`src/rtl/keypad_pkg.sv`:
```
// Shared types, key position codes and the key-value lookup for the keypad entry block.
package keypad_pkg;

  localparam int unsigned CODE_W = 4;
  localparam int unsigned DATA_W = 16;
  localparam int unsigned CNT_W  = 4;

  // Position codes are row*4 + col, rows top to bottom, columns left to right.
  localparam logic [CODE_W-1:0] KEY_1    = 4'd0;
  localparam logic [CODE_W-1:0] KEY_2    = 4'd1;
  localparam logic [CODE_W-1:0] KEY_3    = 4'd2;
  localparam logic [CODE_W-1:0] KEY_A    = 4'd3;
  localparam logic [CODE_W-1:0] KEY_4    = 4'd4;
  localparam logic [CODE_W-1:0] KEY_5    = 4'd5;
  localparam logic [CODE_W-1:0] KEY_6    = 4'd6;
  localparam logic [CODE_W-1:0] KEY_B    = 4'd7;
  localparam logic [CODE_W-1:0] KEY_7    = 4'd8;
  localparam logic [CODE_W-1:0] KEY_8    = 4'd9;
  localparam logic [CODE_W-1:0] KEY_9    = 4'd10;
  localparam logic [CODE_W-1:0] KEY_C    = 4'd11;
  localparam logic [CODE_W-1:0] KEY_STAR = 4'd12;
  localparam logic [CODE_W-1:0] KEY_0    = 4'd13;
  localparam logic [CODE_W-1:0] KEY_HASH = 4'd14;
  localparam logic [CODE_W-1:0] KEY_D    = 4'd15;

  typedef enum logic [1:0] {FRAME_NONE, FRAME_SINGLE, FRAME_MULTI} frame_kind_e;
  typedef enum logic [1:0] {ST_IDLE, ST_DEBOUNCE, ST_HELD, ST_RELEASE} state_e;

  typedef struct packed {
    logic       is_digit;
    logic [3:0] digit;
  } key_val_t;

  // Map a position code to its decimal value; non-digit keys report is_digit=0.
  function automatic key_val_t key_value(input logic [CODE_W-1:0] code);
    key_val_t v;
    v = '0;
    v.is_digit = 1'b1;
    case (code)
      KEY_0:   v.digit = 4'd0;
      KEY_1:   v.digit = 4'd1;
      KEY_2:   v.digit = 4'd2;
      KEY_3:   v.digit = 4'd3;
      KEY_4:   v.digit = 4'd4;
      KEY_5:   v.digit = 4'd5;
      KEY_6:   v.digit = 4'd6;
      KEY_7:   v.digit = 4'd7;
      KEY_8:   v.digit = 4'd8;
      KEY_9:   v.digit = 4'd9;
      default: v.is_digit = 1'b0;
    endcase
    return v;
  endfunction

endpackage

```
`src/rtl/keypad_frame_scan.sv`:
```
// Column scanner: synchronizes rows, drives one column low at a time and classifies each 4-column frame.
module keypad_frame_scan
  import keypad_pkg::*;
#(
  parameter int unsigned SCAN_DIV = 50000
) (
  input  logic              i_clk,
  input  logic              i_rst,
  input  logic [3:0]        i_row,
  output logic [3:0]        o_col,
  output logic              o_frame_done,
  output frame_kind_e       o_frame_kind,
  output logic [CODE_W-1:0] o_frame_code
);

  localparam int unsigned DIV_W = $clog2(SCAN_DIV);
  localparam logic [DIV_W-1:0] DIV_LAST = DIV_W'(SCAN_DIV - 1);

  logic [3:0]        row_s1_q, row_s1_d, row_s2_q, row_s2_d;
  logic [DIV_W-1:0]  div_q, div_d;
  logic [1:0]        col_idx_q, col_idx_d;
  logic [3:0]        col_q, col_d;
  logic [1:0]        hits_q, hits_d;
  logic [CODE_W-1:0] code_q, code_d;
  logic              done_q, done_d;
  frame_kind_e       kind_q, kind_d;
  logic [CODE_W-1:0] fcode_q, fcode_d;

  logic [1:0]        col_hits;
  logic [1:0]        col_row;
  logic [2:0]        hit_sum;
  logic [1:0]        hits_new;
  logic [CODE_W-1:0] code_new;

  // Next-state: synchronizer shift, divider, column rotation and hit accumulation (hits saturate at 2 = multi).
  always_comb begin
    row_s1_d  = i_row;
    row_s2_d  = row_s1_q;
    div_d     = div_q;
    col_idx_d = col_idx_q;
    col_d     = col_q;
    hits_d    = hits_q;
    code_d    = code_q;
    done_d    = 1'b0;
    kind_d    = kind_q;
    fcode_d   = fcode_q;
    col_hits  = 2'd0;
    col_row   = 2'd0;

    for (int r = 0; r < 4; r++) begin
      if (!row_s2_q[r]) begin
        if (col_hits != 2'd2) col_hits = col_hits + 2'd1;
        col_row = 2'(r);
      end
    end

    hit_sum  = {1'b0, hits_q} + {1'b0, col_hits};
    hits_new = (hit_sum >= 3'd2) ? 2'd2 : hit_sum[1:0];
    code_new = (col_hits == 2'd1 && hits_q == 2'd0) ? {col_row, col_idx_q} : code_q;

    if (div_q == DIV_LAST) begin
      div_d     = '0;
      col_idx_d = col_idx_q + 2'd1;
      col_d     = {col_q[2:0], col_q[3]};
      if (col_idx_q == 2'd3) begin
        done_d  = 1'b1;
        fcode_d = code_new;
        case (hits_new)
          2'd0:    kind_d = FRAME_NONE;
          2'd1:    kind_d = FRAME_SINGLE;
          default: kind_d = FRAME_MULTI;
        endcase
        hits_d = 2'd0;
        code_d = '0;
      end else begin
        hits_d = hits_new;
        code_d = code_new;
      end
    end else begin
      div_d = div_q + DIV_W'(1);
    end
  end

  // State registers with synchronous reset; reset discards any partial frame.
  always_ff @(posedge i_clk) begin
    if (i_rst) begin
      row_s1_q  <= 4'hF;
      row_s2_q  <= 4'hF;
      div_q     <= '0;
      col_idx_q <= 2'd0;
      col_q     <= 4'b1110;
      hits_q    <= 2'd0;
      code_q    <= '0;
      done_q    <= 1'b0;
      kind_q    <= FRAME_NONE;
      fcode_q   <= '0;
    end else begin
      row_s1_q  <= row_s1_d;
      row_s2_q  <= row_s2_d;
      div_q     <= div_d;
      col_idx_q <= col_idx_d;
      col_q     <= col_d;
      hits_q    <= hits_d;
      code_q    <= code_d;
      done_q    <= done_d;
      kind_q    <= kind_d;
      fcode_q   <= fcode_d;
    end
  end

  assign o_col        = col_q;
  assign o_frame_done = done_q;
  assign o_frame_kind = kind_q;
  assign o_frame_code = fcode_q;

endmodule

```
`src/rtl/keypad_entry.sv`:
```
// 4x4 keypad entry: frame-level debounce FSM, press events and a 4-digit BCD entry buffer.
module keypad_entry
  import keypad_pkg::*;
#(
  parameter int unsigned SCAN_DIV        = 50000,
  parameter int unsigned DEBOUNCE_FRAMES = 4
) (
  input  logic        i_clk,
  input  logic        i_rst,
  input  logic [3:0]  i_row,
  output logic [3:0]  o_col,
  output logic        o_key_valid,
  output logic [3:0]  o_key_code,
  output logic        o_key_down,
  output logic [15:0] o_data
);

  localparam logic [CNT_W-1:0] DF_CNT = CNT_W'(DEBOUNCE_FRAMES);

  logic              frame_done;
  frame_kind_e       frame_kind;
  logic [CODE_W-1:0] frame_code;

  state_e            state_q, state_d;
  logic [CODE_W-1:0] cand_q, cand_d;
  logic [CNT_W-1:0]  cnt_q, cnt_d;
  logic              valid_q, valid_d;
  logic [CODE_W-1:0] key_code_q, key_code_d;
  logic              down_q, down_d;
  logic [DATA_W-1:0] data_q, data_d;

  logic              single;
  logic              accept;
  logic [CODE_W-1:0] acc_code;
  logic [CNT_W-1:0]  cnt_inc;
  key_val_t          kv;

  keypad_frame_scan #(
    .SCAN_DIV(SCAN_DIV)
  ) u_scan (
    .i_clk       (i_clk),
    .i_rst       (i_rst),
    .i_row       (i_row),
    .o_col       (o_col),
    .o_frame_done(frame_done),
    .o_frame_kind(frame_kind),
    .o_frame_code(frame_code)
  );

  // Next-state: per-frame debounce FSM plus accept-time update of code and BCD buffer.
  always_comb begin
    state_d    = state_q;
    cand_d     = cand_q;
    cnt_d      = cnt_q;
    valid_d    = 1'b0;
    key_code_d = key_code_q;
    data_d     = data_q;
    accept     = 1'b0;
    acc_code   = cand_q;
    single     = (frame_kind == FRAME_SINGLE);
    cnt_inc    = cnt_q + CNT_W'(1);

    if (frame_done) begin
      case (state_q)
        ST_IDLE: begin
          if (single) begin
            cand_d   = frame_code;
            acc_code = frame_code;
            cnt_d    = CNT_W'(1);
            if (DF_CNT == CNT_W'(1)) begin
              accept  = 1'b1;
              cnt_d   = '0;
              state_d = ST_HELD;
            end else begin
              state_d = ST_DEBOUNCE;
            end
          end
        end
        ST_DEBOUNCE: begin
          if (single && frame_code == cand_q) begin
            cnt_d = cnt_inc;
            if (cnt_inc == DF_CNT) begin
              accept  = 1'b1;
              cnt_d   = '0;
              state_d = ST_HELD;
            end
          end else begin
            cnt_d   = '0;
            state_d = ST_IDLE;
          end
        end
        ST_HELD: begin
          if (!single) begin
            if (DF_CNT == CNT_W'(1)) begin
              cnt_d   = '0;
              state_d = ST_IDLE;
            end else begin
              cnt_d   = CNT_W'(1);
              state_d = ST_RELEASE;
            end
          end
        end
        default: begin
          if (!single) begin
            cnt_d = cnt_inc;
            if (cnt_inc == DF_CNT) begin
              cnt_d   = '0;
              state_d = ST_IDLE;
            end
          end else begin
            cnt_d   = '0;
            state_d = ST_HELD;
          end
        end
      endcase
    end

    down_d = (state_d == ST_HELD) || (state_d == ST_RELEASE);

    kv = key_value(acc_code);
    if (accept) begin
      valid_d    = 1'b1;
      key_code_d = acc_code;
      if (acc_code == KEY_STAR) begin
        data_d = '0;
      end else if (acc_code == KEY_HASH) begin
        data_d = {4'h0, data_q[DATA_W-1:4]};
      end else if (kv.is_digit) begin
        data_d = {data_q[DATA_W-5:0], kv.digit};
      end
    end
  end

  // State and output registers with synchronous reset.
  always_ff @(posedge i_clk) begin
    if (i_rst) begin
      state_q    <= ST_IDLE;
      cand_q     <= '0;
      cnt_q      <= '0;
      valid_q    <= 1'b0;
      key_code_q <= '0;
      down_q     <= 1'b0;
      data_q     <= '0;
    end else begin
      state_q    <= state_d;
      cand_q     <= cand_d;
      cnt_q      <= cnt_d;
      valid_q    <= valid_d;
      key_code_q <= key_code_d;
      down_q     <= down_d;
      data_q     <= data_d;
    end
  end

  assign o_key_valid = valid_q;
  assign o_key_code  = key_code_q;
  assign o_key_down  = down_q;
  assign o_data      = data_q;

endmodule
```
`config.mk`:
```
export PLATFORM = sky130hd
export DESIGN_NAME = keypad_entry
export DESIGN_NICKNAME = d
export VERILOG_FILES = /design/src/rtl/keypad_pkg.sv /design/src/rtl/keypad_frame_scan.sv /design/src/rtl/keypad_entry.sv
export SDC_FILE = /design/constraint.sdc
export NUM_CORES = 1
export LEC_CHECK = 0
export ABC_AREA = 1
export CAP_MARGIN = 0
export CORE_MARGIN = 4
export CORE_UTILIZATION = 52
export DETAILED_ROUTE_END_ITERATION = 7
export PLACE_DENSITY = 0.77
export SYNTH_ARGS = -nofsm -noshare
export SYNTH_HDL_FRONTEND = slang
export SYNTH_SLANG_ARGS = --single-unit
```
`constraint.sdc`:
```
create_clock -name i_clk -period 2.3 [get_ports i_clk]
set_input_delay 0.69 -clock i_clk [delete_from_list [all_inputs] [get_ports i_clk]]
set_output_delay 0.69 -clock i_clk [all_outputs]
set_load 0.02 [all_outputs]
```
# Yosys cells after proc, flatten, opt, wreduce, memory -nomap -nowiden
# Index checks and enable logic that the tools add are counted.
[op_classes]
n_addsub = 7
mul = 0
div_mod_pow = 0
magnitude_cmp = 1
eq_ne = 27
n_shift = 0
n_mux = 43
bitwise = 1
reduce_logical = 14
[ops]
columns = ["cell", "count"]
rows = [
  ["16-bit 2-to-1 mux", 3],
  ["4-bit 2-to-1 mux", 10],
  ["4-bit one-hot mux with 9 select lines", 1],
  ["2-bit 2-to-1 mux", 17],
  ["4-bit equality test (second input constant)", 6],
  ["16-bit by 1-bit adder with 16-bit output (second input constant)", 1],
  ["16-bit equality test (second input constant)", 1],
  ["4-bit by 3-bit equality test with 1-bit output (second input constant)", 4],
  ["4-bit one-hot mux with 3 select lines", 1],
  ["10-bit OR reduction", 1],
  ["1-bit 2-to-1 mux", 9],
  ["2-bit by 1-bit equality test with 1-bit output (second input constant)", 4],
  ["2-bit equality test (second input constant)", 4],
  ["2-bit inequality test (second input constant)", 4],
  ["2-bit by 1-bit adder with 2-bit output (second input constant)", 3],
  ["2-bit zero test", 3],
  ["2-bit one-hot mux with 3 select lines", 1],
  ["4-bit by 1-bit adder with 4-bit output (second input constant)", 1],
  ["4-bit by 1-bit equality test with 1-bit output (second input constant)", 1],
  ["4-bit by 2-bit equality test with 1-bit output (second input constant)", 1],
  ["4-bit equality test", 1],
  ["4-bit zero test", 1],
  ["2-bit one-hot mux with 2 select lines", 1],
  ["2-bit AND reduction", 2],
  ["other kinds (10)", 12],
]
[word_totals]
ff_bits = 75
latch_bits = 0
mem_bits_rw = 0
romBits = 0
inputBits = 6
out_inout_bits = 26
elab_cells = 110
n_memories = 0

# Longest topological paths before layout
# Gate-level depths: netlist of run 1.
[logic_depth]
depth_word = 15
ltp_mapped = 17
mapped_depth_nobuf = 17

# By module
# A second synthesis of run 1 with hierarchy kept.
[hier_totals]
cells_unflattened = 526
hier_area_um2 = 3872.5
[modules_own_cells]
columns = ["module", "instances", "cells_per_inst", "area_each_um2", "seq_area_each_um2"]
rows = [
  ["keypad_frame_scan", 1, 262, 1980.6, 860.8],
  ["keypad_entry", 1, 264, 1891.8, 640.6],
]

# Worst setup path before layout of run 1
# OpenSTA, ideal clock, no wires.
[synth_path]
path_type = "register to register"
start = "register u_scan.row_s2_q[0]"
end = "register u_scan.kind_q[0] (netlist: u_scan.o_frame_kind[0])"
setup_ns = 0.070
arrival_time_ns = 2.180
required_time_ns = 2.230
setup_slack_ns = 0.050
stages_incl_launch_ff = 18
n_path_buf = 0
synth_period_minus_slack_ns = 2.250
path_cell_list = "dfxtp_1 > inv_1 > ha_1 > inv_1 > nand2_1 > o21ai_0 > ha_1 > nor2_1 > a21oi_1 > ha_1 > inv_1 > fa_1 > nand2_1 > inv_1 > nand2_1 > nand2_1 > nand2_1 > a21oi_1"
[synth_via]
elab_chain_cells = 15
elab_cells_between_ends = 19
[synth_lines]
columns = ["element", "line", "text"]
rows = [
  ["from (decl)", "keypad_frame_scan.sv:19", "logic [3:0] row_s1_q, row_s1_d, row_s2_q, row_s2_d;"],
  ["from (signal assigned)", "keypad_frame_scan.sv:99", "row_s2_q <= row_s2_d;"],
  ["1-bit 2-to-1 mux *", "keypad_frame_scan.sv:51", "if (!row_s2_q[r]) begin"],
  ["1-bit by 1-bit adder with 2-bit output or 1-bit by 2-bit inequality test with 1-bit output (tied branches)", "keypad_frame_scan.sv:52", "if (col_hits != 2'd2) col_hits = col_hits + 2'd1;"],
  ["2-bit 2-to-1 mux", "keypad_frame_scan.sv:52", ""],
  ["2-bit 2-to-1 mux *", "keypad_frame_scan.sv:51", ""],
  ["2-bit by 1-bit adder with 2-bit output or 2-bit inequality test (tied branches)", "keypad_frame_scan.sv:52", ""],
  ["2-bit 2-to-1 mux", "keypad_frame_scan.sv:52", ""],
  ["2-bit 2-to-1 mux *", "keypad_frame_scan.sv:51", ""],
  ["2-bit by 1-bit adder with 2-bit output or 2-bit inequality test (tied branches)", "keypad_frame_scan.sv:52", ""],
  ["2-bit 2-to-1 mux", "keypad_frame_scan.sv:52", ""],
  ["2-bit 2-to-1 mux *", "keypad_frame_scan.sv:51", ""],
  ["2-bit by 2-bit adder with 3-bit output *", "keypad_frame_scan.sv:57", "hit_sum = {1'b0, hits_q} + {1'b0, col_hits};"],
  ["3-bit by 2-bit greater-or-equal comparator with 1-bit output", "keypad_frame_scan.sv:58", "hits_new = (hit_sum >= 3'd2) ? 2'd2 : hit_sum[1:0];"],
  ["2-bit 2-to-1 mux *", "keypad_frame_scan.sv:58", ""],
  ["2-bit by 1-bit equality test with 1-bit output or 2-bit zero test (tied branches)", "keypad_frame_scan.sv:68", "case (hits_new)"],
  ["2-bit one-hot mux with 2 select lines *", "keypad_frame_scan.sv:68", ""],
  ["to (signal assigned)", "keypad_frame_scan.sv:106", "kind_q <= kind_d;"],
  ["to (decl)", "keypad_frame_scan.sv:26", "frame_kind_e kind_q, kind_d;"],
]
# Every way passes the cells marked *; elsewhere a longest branch is shown, timed or not.
# A chain may end at the register's enable or synchronous reset.

# Final worst setup path of run 1
[layout_path]
start = "register u_scan.row_s2_q[1]"
end = "register u_scan.kind_q[0] (netlist: u_scan.o_frame_kind[0])"
[layout_via]
elab_chain_cells = 12
elab_cells_between_ends = 15
[layout_lines]
columns = ["element", "line"]
rows = [
  ["2-bit 2-to-1 mux *", "keypad_frame_scan.sv:51"],
  ["2-bit by 1-bit adder with 2-bit output or 2-bit inequality test (tied branches)", "keypad_frame_scan.sv:52"],
  ["2-bit 2-to-1 mux", "keypad_frame_scan.sv:52"],
  ["2-bit 2-to-1 mux *", "keypad_frame_scan.sv:51"],
  ["2-bit by 1-bit adder with 2-bit output or 2-bit inequality test (tied branches)", "keypad_frame_scan.sv:52"],
  ["2-bit 2-to-1 mux", "keypad_frame_scan.sv:52"],
  ["2-bit 2-to-1 mux *", "keypad_frame_scan.sv:51"],
  ["2-bit by 2-bit adder with 3-bit output *", "keypad_frame_scan.sv:57"],
  ["3-bit by 2-bit greater-or-equal comparator with 1-bit output", "keypad_frame_scan.sv:58"],
  ["2-bit 2-to-1 mux *", "keypad_frame_scan.sv:58"],
  ["2-bit by 1-bit equality test with 1-bit output or 2-bit zero test (tied branches)", "keypad_frame_scan.sv:68"],
  ["2-bit one-hot mux with 2 select lines *", "keypad_frame_scan.sv:68"],
]
# Marked as above.

==> flow_metrics.tcl, run 1 <==
set metrics [dict create \
    antenna_left 0 \
    power_density_nw_per_um2 550 \
    drtPass1Iterations 4 \
    diodes 0 \
    setup-violations-final 3 \
    syn2layout_area_growth_pct 20.0 \
    p_leak_nw 1.74 \
    cp-start-kind "register" \
    cts_tree "built" \
    yosysSeqAreaShare_pct 41.2 \
    crit_path_top_delay_cell "fa_1" \
    maxClockFrequency_mhz 423 \
    layout-drive-gt1-share_pct 16.5 \
    fin_skew_ns 0.00604 \
    core_um2 6790 \
    setup_ws_ns -0.0619 \
    root_buffer "clkbuf_8" \
    crit_arrival_ns 2.64 \
    yosysTopAreaCell "dfxtp_1" \
    avgSynthCellArea_um2 7.35 \
    final-hold-violation-count 0 \
    yosysMostFrequentCell "nand2_1" \
    worstSkewPairLatency_ns 0.35 \
    io_pins 32 \
    place_ws_ns -0.167 \
    avgRoutedWirePerCell_um 12.0 \
    vias_per_cell 5.09 \
    synth_edf_count 0 \
    synth.top_cells.by_count "106 x nand2_1, 75 x dfxtp_1, 56 x inv_1, 53 x nor2_1, 34 x a21oi_1" \
    synth_area_um2 3650 \
    clockPowerShare_pct 40.7 \
    start_util_pct 53.7 \
    cts_hold_buf 0 \
    portBuffers 31 \
    dieArea_um2 8420 \
    slew_violations 0 \
    async_flop_share_pct 0 \
    synth_cell_type_count 41 \
    die_y_um 91.7 \
    hp-start "u_scan.row_s1_q[3]" \
    critPathMaxFanout 2 \
    grt_max_degree 29 \
    synthesis.nets 512 \
    fin_nets 556 \
    worst_pin_slew_ns 0.376 \
    hold_ws_ns 0.413 \
    holdCritPathClass "reg -> reg" \
    die_w_um 91.7 \
    htreeDepth 3 \
    gr-usage-all-layers_pct 18.5 \
    grt_overflow 0 \
    row_count 30 \
    dr_total_vias 3260 \
    cts_buffers 9 \
    grt_pass1_vias 2942 \
    pwr-share-comb_pct 4.7 \
    hpwl_um 5490 \
    drv_cap 0 \
    synth_area_leaders "dfxtp_1 41%, nand2_1 11%, inv_1 5.8%" \
    violations "negative setup slack" \
    antenna_found_initial 0 \
    slowest_delay_ns 0.54 \
    cpMostUsedCell "inv_2" \
    intPower_w 0.00187 \
    cts_sinks 75 \
    synthCells 496 \
    yosys_warnings 0 \
    rsz0062_at_grt "true" \
    p_switching_w 0.000539 \
    routed_wl_um 7670 \
    layout_min_cycle_time_ns 2.36 \
    status "complete, but fails checks" \
    clkTransAtPathRegs_ns 0.07 \
    yosys_register_bits 75 \
    period_share_pct 103 \
    switching_share_pct 22.4 \
    p_seq_share_pct 54.7 \
    vdd_drop_max_mv 0.326 \
    end_kind "register" \
    max_slew_margin_pct 74.9 \
    cp-startpoint "u_scan.row_s2_q[1]" \
    drtIter0Drc 133 \
    gp_congestion 0.845 \
    cp.required_ns 2.58 \
    timing.rr.start "u_scan.row_s2_q[1]" \
    crit_type "reg -> reg" \
    grt_pass1_wl_um 13000 \
    synth_flop_cell "dfxtp_1" \
    drc_errors 0 \
    cts_buffer_depth 2 \
    synth_top_area_share_pct 41.2 \
    crit_chain "inv_2, ha_4, inv_2, nand2_2, o21ai_2, ha_2, nor2_2, a21oi_2, ha_2, inv_2, fa_1, nand2_2, inv_2, nand2_2, nand2_1, nand2_1, a21oi_1" \
]
timing repair:
action | CTS | global route
resized for setup | 6 | 16
endpoints found under the setup margin | 4 | 8
pin swaps | 0 | 7
buffers inserted | 2 | 3
power groups by stage:
stage	sequential [W]	combinational (W)	clock, W
detailed placement	0.00134	0.0000893	0
finish	0.00132	0.000113	0.000979
floorplan	0.00134	0.0000535	0
global route	0.00132	0.000124	0.00106
global placement	0.00134	0.0000858	0
CTS	0.00131	0.0000968	0.000996
placed cells by master, fill, tap and decap left out, drive strengths merged, types with 2 or more instances in the layout:
cell / netlist / routed
a211oi: 6 / 6
a21oi: 34 / 34
a22o: 2 / 2
and2: 2 / 2
buf: 6 / 12
clkbuf: 4 / 13
clkdlybuf4s50: 0 / 31
clkinv: 1 / 2
clkinvlp: 0 / 2
dfxtp: 75 / 75
ha: 9 / 9
inv: 66 / 66
nand2: 114 / 114
nand3: 35 / 35
nand4: 8 / 8
nor2: 63 / 63
nor3: 9 / 9
o211ai: 3 / 3
o21ai: 36 / 36
o22ai: 2 / 2
or2: 8 / 8
xnor2: 4 / 4
xor2: 3 / 3
cells by family after synthesis:
family,count (synthesis),share of synthesized area [%]
xor+xnor,7,1.68
buf+inv,77,8.51
flops,75,41.2
fa+ha+maj,10,3.64
simple gates,241,31.9
compound gates,86,13.0
layer usage:
metal / GRT usage (%) / share of wire [%]
met5: 0 / 0
met4: 7.80 / 1.9
met3: 3.36 / 2.9
met2: 28.8 / 47
met1: 25.2 / 48
area by class of cell:
type / instances / area [um^2]
flip-flops and latches: 75 / 1500
multi-input cells: 344 / 1890
clock inverters: 3 / 20.0
clock buffers: 13 / 179
fillers: 585 / 2420
repair buffers: 43 / 413
inverters: 67 / 254
well taps: 96 / 120
metrics by stage:
step	utilization (%)	TNS (ns)	instances	power, W	instance area, um^2
after floorplan	-	0	496	0.00140	3650
after global placement	60.2	-0.0109	621	0.00143	4090
after detailed placement	60.2	-0.437	621	0.00143	4090
after CTS	63.6	-0.0280	639	0.00241	4320
after global routing	64.4	-0.841	641	0.00250	4380
final	64.4	-0.129	641	0.00241	4380
worst max-delay path, delay by kind of cell (launching register included):
kind,cells,cell delay [ns]
adders and majority gates,4,1.15
DFF,1,0.34
and+or+nand+nor,6,0.31
AOI/OAI and AO/OA,3,0.31
buffers and inverters,4,0.19
worst paths after layout:
| check | end | slack [ns] | cells past startpoint |
|---|---|---|---|
| max | u_scan.o_frame_kind[0] | -0.06 | 17 |
| min | u_scan.row_s2_q[3] | 0.41 | 1 |
| max reg2reg | u_scan.o_frame_kind[0] | -0.06 | 17 |
| min reg2reg | u_scan.row_s2_q[3] | 0.41 | 1 |
state kept, by name, summed over array words and instances, names as in the netlist, 4 cells and up:
signal / flops
u_scan.o_col: 4
cnt_q: 4
cand_q: 4
u_scan.code_q: 4
u_scan.o_frame_code: 4
o_key_code: 4
u_scan.row_s1_q: 4
u_scan.row_s2_q: 4
o_data: 16
u_scan.div_q: 16
No activity file was read; power rests on OpenSTA's default activity.
==> run 2, diff against run 1 <==
- SKIP_CTS_REPAIR_TIMING: default -> 1
- SLEW_MARGIN: default -> 20
==> run 2 against run 1 <==
Compared with the run above:
- critical endpoint unchanged
- largest cell class unchanged
- sequential share of layout area increased by 0.14 points
- worst hold slack about the same
- global-route usage decreased by 0.10 points
- critical path type unchanged
- the run still ends with negative setup slack left
- register-to-register slack improved by 0.05 ns
- cell area decreased by 0.23%
- clock skew about the same
==> flow_metrics.tcl, run 2 (synthesis results as in run 1) <==
set metrics [dict create \
    cts_buffers 9 \
    setup_ws_ns -0.0145 \
    vdd_drop_max_mv 0.325 \
    antenna_left 0 \
    fin_skew_ns 0.00639 \
    clkTransAtPathRegs_ns 0.07 \
    fin_area_um2 4370 \
    holdCritPathClass "reg -> reg" \
    drc_errors 0 \
    gp_congestion 0.845 \
    cp-startpoint "u_scan.row_s2_q[1]" \
    ff_latch_area_um2 1510 \
    r2r-end "u_scan.o_frame_kind[0]" \
    worstSkewPairLatency_ns 0.34 \
    rsz0062_at_grt "true" \
    core_um2 6790 \
    cts_tree "built" \
    row_count 30 \
    hp-start "u_scan.row_s1_q[3]" \
    crit_arrival_ns 2.59 \
    vias_per_cell 5.10 \
    grt_max_degree 29 \
    placed_cell_area_um2 4090 \
    worstHoldEndpoint "u_scan.row_s2_q[3]" \
    violations "negative setup slack" \
    final-hold-violation-count 0 \
    layout_common_cells "103 x nand2_1, 73 x dfxtp_1, 52 x inv_1, 52 x nor2_1, 33 x a21oi_1" \
    multi_input_area_um2 1900 \
    gr-usage-all-layers_pct 18.4 \
    worst_pin_slew_ns 0.376 \
    cts_sinks 75 \
    place_ws_ns -0.167 \
    maxClockFrequency_mhz 432 \
    power_density_nw_per_um2 549 \
    period_share_pct 101 \
    reg2reg_depth 17 \
    syn2layout_area_growth_pct 19.7 \
    critPathMaxFanout 4 \
    root_buffer "clkbuf_8" \
    die_y_um 91.7 \
    grt_overflow 0 \
    slew_violations 0 \
    timing.rr.start "u_scan.row_s2_q[1]" \
    max_slew_margin_pct 74.8 \
    diodes 0 \
    dr_total_vias 3255 \
    setup-violations-final 1 \
    grt_pass1_vias 2924 \
    drtIter0Drc 184 \
    grt_pass1_wl_um 12900 \
    fin_tns_setup_ns -0.0145 \
    end_kind "register" \
    cts_buffer_depth 2 \
    p_leak_nw 1.73 \
    fillers 588 \
    cp.required_ns 2.58 \
    regToRegSetupSlack_ns -0.01 \
    layout_min_cycle_time_ns 2.31 \
    final_common_cell "nand2_1" \
    antenna_found_initial 0 \
    crit_type "reg -> reg" \
    htreeDepth 3 \
    hold_depth 1 \
    layout-drive-gt1-share_pct 15.9 \
    fin_nets 553 \
    routed_wl_um 7600 \
    dieArea_um2 8420 \
    cp-start-kind "register" \
    die_w_um 91.7 \
    io_pins 32 \
    hpwl_um 5490 \
    start_util_pct 53.7 \
    portBuffers 31 \
    drtPass1Iterations 5 \
    drv_cap 0 \
    status "complete, but fails checks" \
    avgRoutedWirePerCell_um 11.9 \
]
-- run 2: cell types whose count changed in the layout (fill, tap and decap cells not counted), sizes merged --
cell,previous run,this run
buf,12,9
-- run 2: through the flow --
| stage | util, % | cells | power (W) | hold slack (ns) |
|---|---|---|---|---|
| floorplan | - | 496 | 0.00140 | 0.389 |
| global route | 64.3 | 638 | 0.00249 | 0.428 |
| CTS | 63.2 | 637 | 0.00240 | 0.417 |
| detailed placement | 60.2 | 621 | 0.00143 | 0.397 |
| global placement | 60.2 | 621 | 0.00143 | 0.392 |
| finish | 64.3 | 638 | 0.00240 | 0.414 |
-- run 2: report_power, final --
| group | internal [W] | switching (W) |
|---|---|---|
| sequential | 0.00131 | 0.00000744 |
| clock | 0.000508 | 0.000468 |
| combinational | 0.0000463 | 0.0000581 |
-- run 2: final cells by class --
type                    instances  area share (%)
well taps                      96            2.75
clock buffers                  13            4.10
flip-flops and latches         75            34.5
multi-input cells             344            43.4
inverters                      67            5.82
repair buffers                 40            8.94
clock inverters                 3           0.459
-- run 2: worst max path at each step --
stage / slack, ns / endpoint
after CTS: -0.19 / u_scan.o_frame_kind[0]
final: -0.01 / u_scan.o_frame_kind[0]
after global routing: -0.16 / u_scan.o_frame_kind[0]
after detailed placement: -0.17 / u_scan.o_frame_kind[0]
after global placement: -0.01 / u_scan.o_frame_kind[0]
after floorplan: 0.05 / u_scan.o_frame_kind[0]
-- run 2: worst max-delay path, stage by stage (launching register included) --
cell and delay [ns]:
dfxtp_4 0.38, inv_2 0.05, ha_4 0.20, inv_2 0.04, nand2_2 0.04, o21ai_2 0.07, ha_2 0.20, nor2_2 0.04
a21oi_2 0.13, ha_2 0.17, inv_1 0.04, fa_1 0.48, nand2_2 0.06, inv_2 0.06, nand2_2 0.06, nand2_1 0.07
nand2_1 0.05, a21oi_1 0.11
-- run 2: routing by layer --
layer	routed length, um	up-vias	GRT usage [%]	share of wire [%]
met5	0	-	0	0
met4	143	0	7.67	1.9
met3	276	13	3.36	3.6
met2	3510	60	28.6	46
met1	3670	1485	25.1	48
li1	-	1697	-	-
==> run 3, diff against run 2 <==
- ABC_AREA: 1 -> default
- SKIP_CTS_REPAIR_TIMING: 1 -> default
==> run 3 against run 2 <==
Compared with the run above:
- the flow still finishes with violations (negative setup slack)
- routed wire length rose by 18%
- clock-buffer cell count decreased by 3
- clock power up 26%
- highest routed layer unchanged
==> flow_metrics.tcl, run 3 <==
set metrics [dict create \
    status "complete, but fails checks" \
    violations "negative setup slack" \
    synth_top_area_share_pct 40.5 \
    drc_errors 0 \
    hp-start "u_scan.row_s1_q[2]" \
    period_share_pct 115 \
    yosysTopAreaCell "dfxtp_1" \
    routed_wl_um 8990 \
    crit_type "reg -> reg" \
    die_w_um 92.4 \
    start_util_pct 54.0 \
    synth.top_cells.by_count "75 x dfxtp_1, 39 x nor2_1, 30 x nand2_1, 22 x mux2i_1, 20 x a21oi_1" \
    drtPass1Iterations 5 \
    fin_tns_setup_ns -0.735 \
    portBuffers 31 \
    worst_pin_slew_ns 0.581 \
    dr_total_vias 3292 \
    gr-usage-all-layers_pct 21.3 \
    row_count 30 \
    root_buffer "clkbuf_8" \
    grt_pass1_wl_um 14600 \
    htreeDepth 3 \
    gp_congestion 0.872 \
    worstHoldEndpoint "u_scan.row_s2_q[2]" \
    cts_buffers 9 \
    setup_ws_ns -0.334 \
    critPathMaxFanout 3 \
    synth_cell_type_count 62 \
    avgSynthCellArea_um2 8.95 \
    final_common_cell "dfxtp_1" \
    yosysMostFrequentCell "dfxtp_1" \
    setup-violations-final 4 \
    yosys_warnings 0 \
    holdCritPathClass "reg -> reg" \
    grt_max_degree 16 \
    crit_arrival_ns 2.92 \
    layout-drive-gt1-share_pct 17.6 \
    cts_tree "built" \
    async_flop_share_pct 0 \
    worstSkewPairLatency_ns 0.35 \
    reg2reg_depth 10 \
    yosysSeqAreaShare_pct 40.5 \
    cp-start-kind "register" \
    timing.rr.start "u_scan.row_s2_q[0]" \
    diodes 0 \
    cp.required_ns 2.59 \
    maxClockFrequency_mhz 380 \
    grt_overflow 0 \
    slew_violations 0 \
    layout_min_cycle_time_ns 2.63 \
    final-hold-violation-count 0 \
    max_slew_margin_pct 60.2 \
    synth_flop_cell "dfxtp_1" \
    power_density_nw_per_um2 579 \
    placed_cell_area_um2 4220 \
    fillers 567 \
    r2r-end "u_scan.o_frame_kind[0]" \
    vias_per_cell 5.86 \
    layout_common_cells "73 x dfxtp_1, 37 x nor2_1, 31 x clkdlybuf4s50_1" \
    io_pins 32 \
    avgRoutedWirePerCell_um 16.0 \
    cts_hold_buf 0 \
    synth_area_leaders "dfxtp_1 40%, mux2i_1 5.9%, nor2_1 3.9%" \
    core_um2 6870 \
    hpwl_um 6180 \
    drv_cap 0 \
    synthCells 414 \
    hold_depth 1 \
    synth_area_um2 3710 \
    fin_nets 477 \
    fin_skew_ns 0.00907 \
    antenna_found_initial 0 \
    cts_sinks 75 \
    yosys_register_bits 75 \
    die_y_um 92.4 \
    finalPower_w 0.00267 \
    dieArea_um2 8540 \
    cts_buffer_depth 2 \
    vdd_drop_max_mv 0.419 \
    clkTransAtPathRegs_ns 0.08 \
    synth_edf_count 0 \
    syn2layout_area_growth_pct 24.2 \
    p_leak_nw 1.71 \
    antenna_left 0 \
    drtIter0Drc 201 \
    end_kind "register" \
    grt_pass1_vias 3121 \
    regToRegSetupSlack_ns -0.33 \
    hold_ws_ns 0.412 \
    synthesis.nets 430 \
    fin_area_um2 4610 \
    rsz0062_at_grt "true" \
]
==> run 3: cell count changes after synthesis, sizes merged, moves of 8 or more <==
cell     change
a21oi       -14
nand3       -26
nor2        -22
o31ai        +9
clkbuf      +11
mux2i       +22
nand4        +8
inv         -51
nand2       -83
o21ai       -19
o2bb2ai     +10
==> run 3: metal layers <==
metal	part of all wire, %	GRT usage, %	up-vias
met1	45	26.4	1569
met2	49	35.0	110
li1	-	-	1602
met5	0	0	-
met4	1.2	8.17	0
met3	5.1	5.77	11
==> run 3: area by class of cell <==
| class | count | area (um^2) | share of cell area [%] |
|---|---|---|---|
| multi-input combinational | 301 | 2160 | 46.8 |
| sequential | 75 | 1510 | 32.8 |
| timing repair buffer | 59 | 520 | 11.3 |
| clock buffer | 10 | 128 | 2.77 |
| tap | 96 | 120 | 2.61 |
| clock inverter | 6 | 113 | 2.44 |
| inverter | 15 | 58.8 | 1.28 |
==> run 3: how the worst max path moves through the flow <==
| stage | from | endpoint | slack (ns) | cells after the start |
|---|---|---|---|---|
| final | u_scan.row_s2_q[0] | u_scan.o_frame_kind[0] | -0.33 | 10 |
| after global placement | u_scan.row_s2_q[0] | u_scan.o_frame_kind[0] | -0.24 | 12 |
| after CTS | u_scan.row_s2_q[0] | u_scan.o_frame_kind[0] | -0.24 | 12 |
| after global routing | u_scan.row_s2_q[0] | u_scan.o_frame_kind[0] | -0.42 | 12 |
| after floorplan | u_scan.row_s2_q[1] | u_scan.o_frame_kind[0] | -0.19 | 12 |
| after detailed placement | u_scan.row_s2_q[0] | u_scan.o_frame_kind[0] | -0.40 | 12 |
==> run 3: cells by family (layout without fill, tap and decap cells) <==
kind of cell / after synthesis / in the layout / share of synthesized area (%)
mux: 24 / 24 / 6.55
compound gates: 95 / 95 / 18.3
buf+inv: 38 / 90 / 4.25
xor+xnor: 18 / 18 / 4.25
simple gates: 154 / 154 / 22.5
fa+ha+maj: 10 / 10 / 3.58
flops: 75 / 75 / 40.5
==> run 3: timing repair <==
| action | CTS | global route |
|---|---|---|
| endpoints found under the setup margin | 7 | 24 |
| pin swaps | 0 | 8 |
| endpoints found under the hold margin | 0 | 0 |
| resized for setup | 5 | 23 |
| setup buffers | 1 | 3 |
==> run 3: where the power goes <==
part / total (W) / switching (W) / internal (W) / leakage, nW
Sequential: 0.00132 / 0.00000947 / 0.00131 / 0.607
Clock: 0.00123 / 0.000501 / 0.000725 / 0.121
Combinational: 0.000127 / 0.0000625 / 0.0000641 / 0.985
Total: 0.00267 / 0.000573 / 0.00210 / 1.71
==> run 3: critical path, stage by stage (launching register included) <==
cell,delay [ns]
dfxtp_4,0.38
ha_4,0.16
or2_4,0.24
and2_4,0.15
ha_4,0.27
nor2_4,0.04
a31o_4,0.21
fa_1,0.56
nand3_2,0.10
or3_1,0.31
a21oi_1,0.14
==> run 3: through the flow <==
stage | setup WS [ns] | util (%) | instances
2_1_floorplan | -0.188 | - | 414
6_report | -0.334 | 67.0 | 562
5_1_grt | -0.418 | 67.0 | 562
3_3_place_gp | -0.241 | 61.4 | 542
3_5_place_dp | -0.404 | 61.4 | 542
4_1_cts | -0.235 | 65.4 | 559
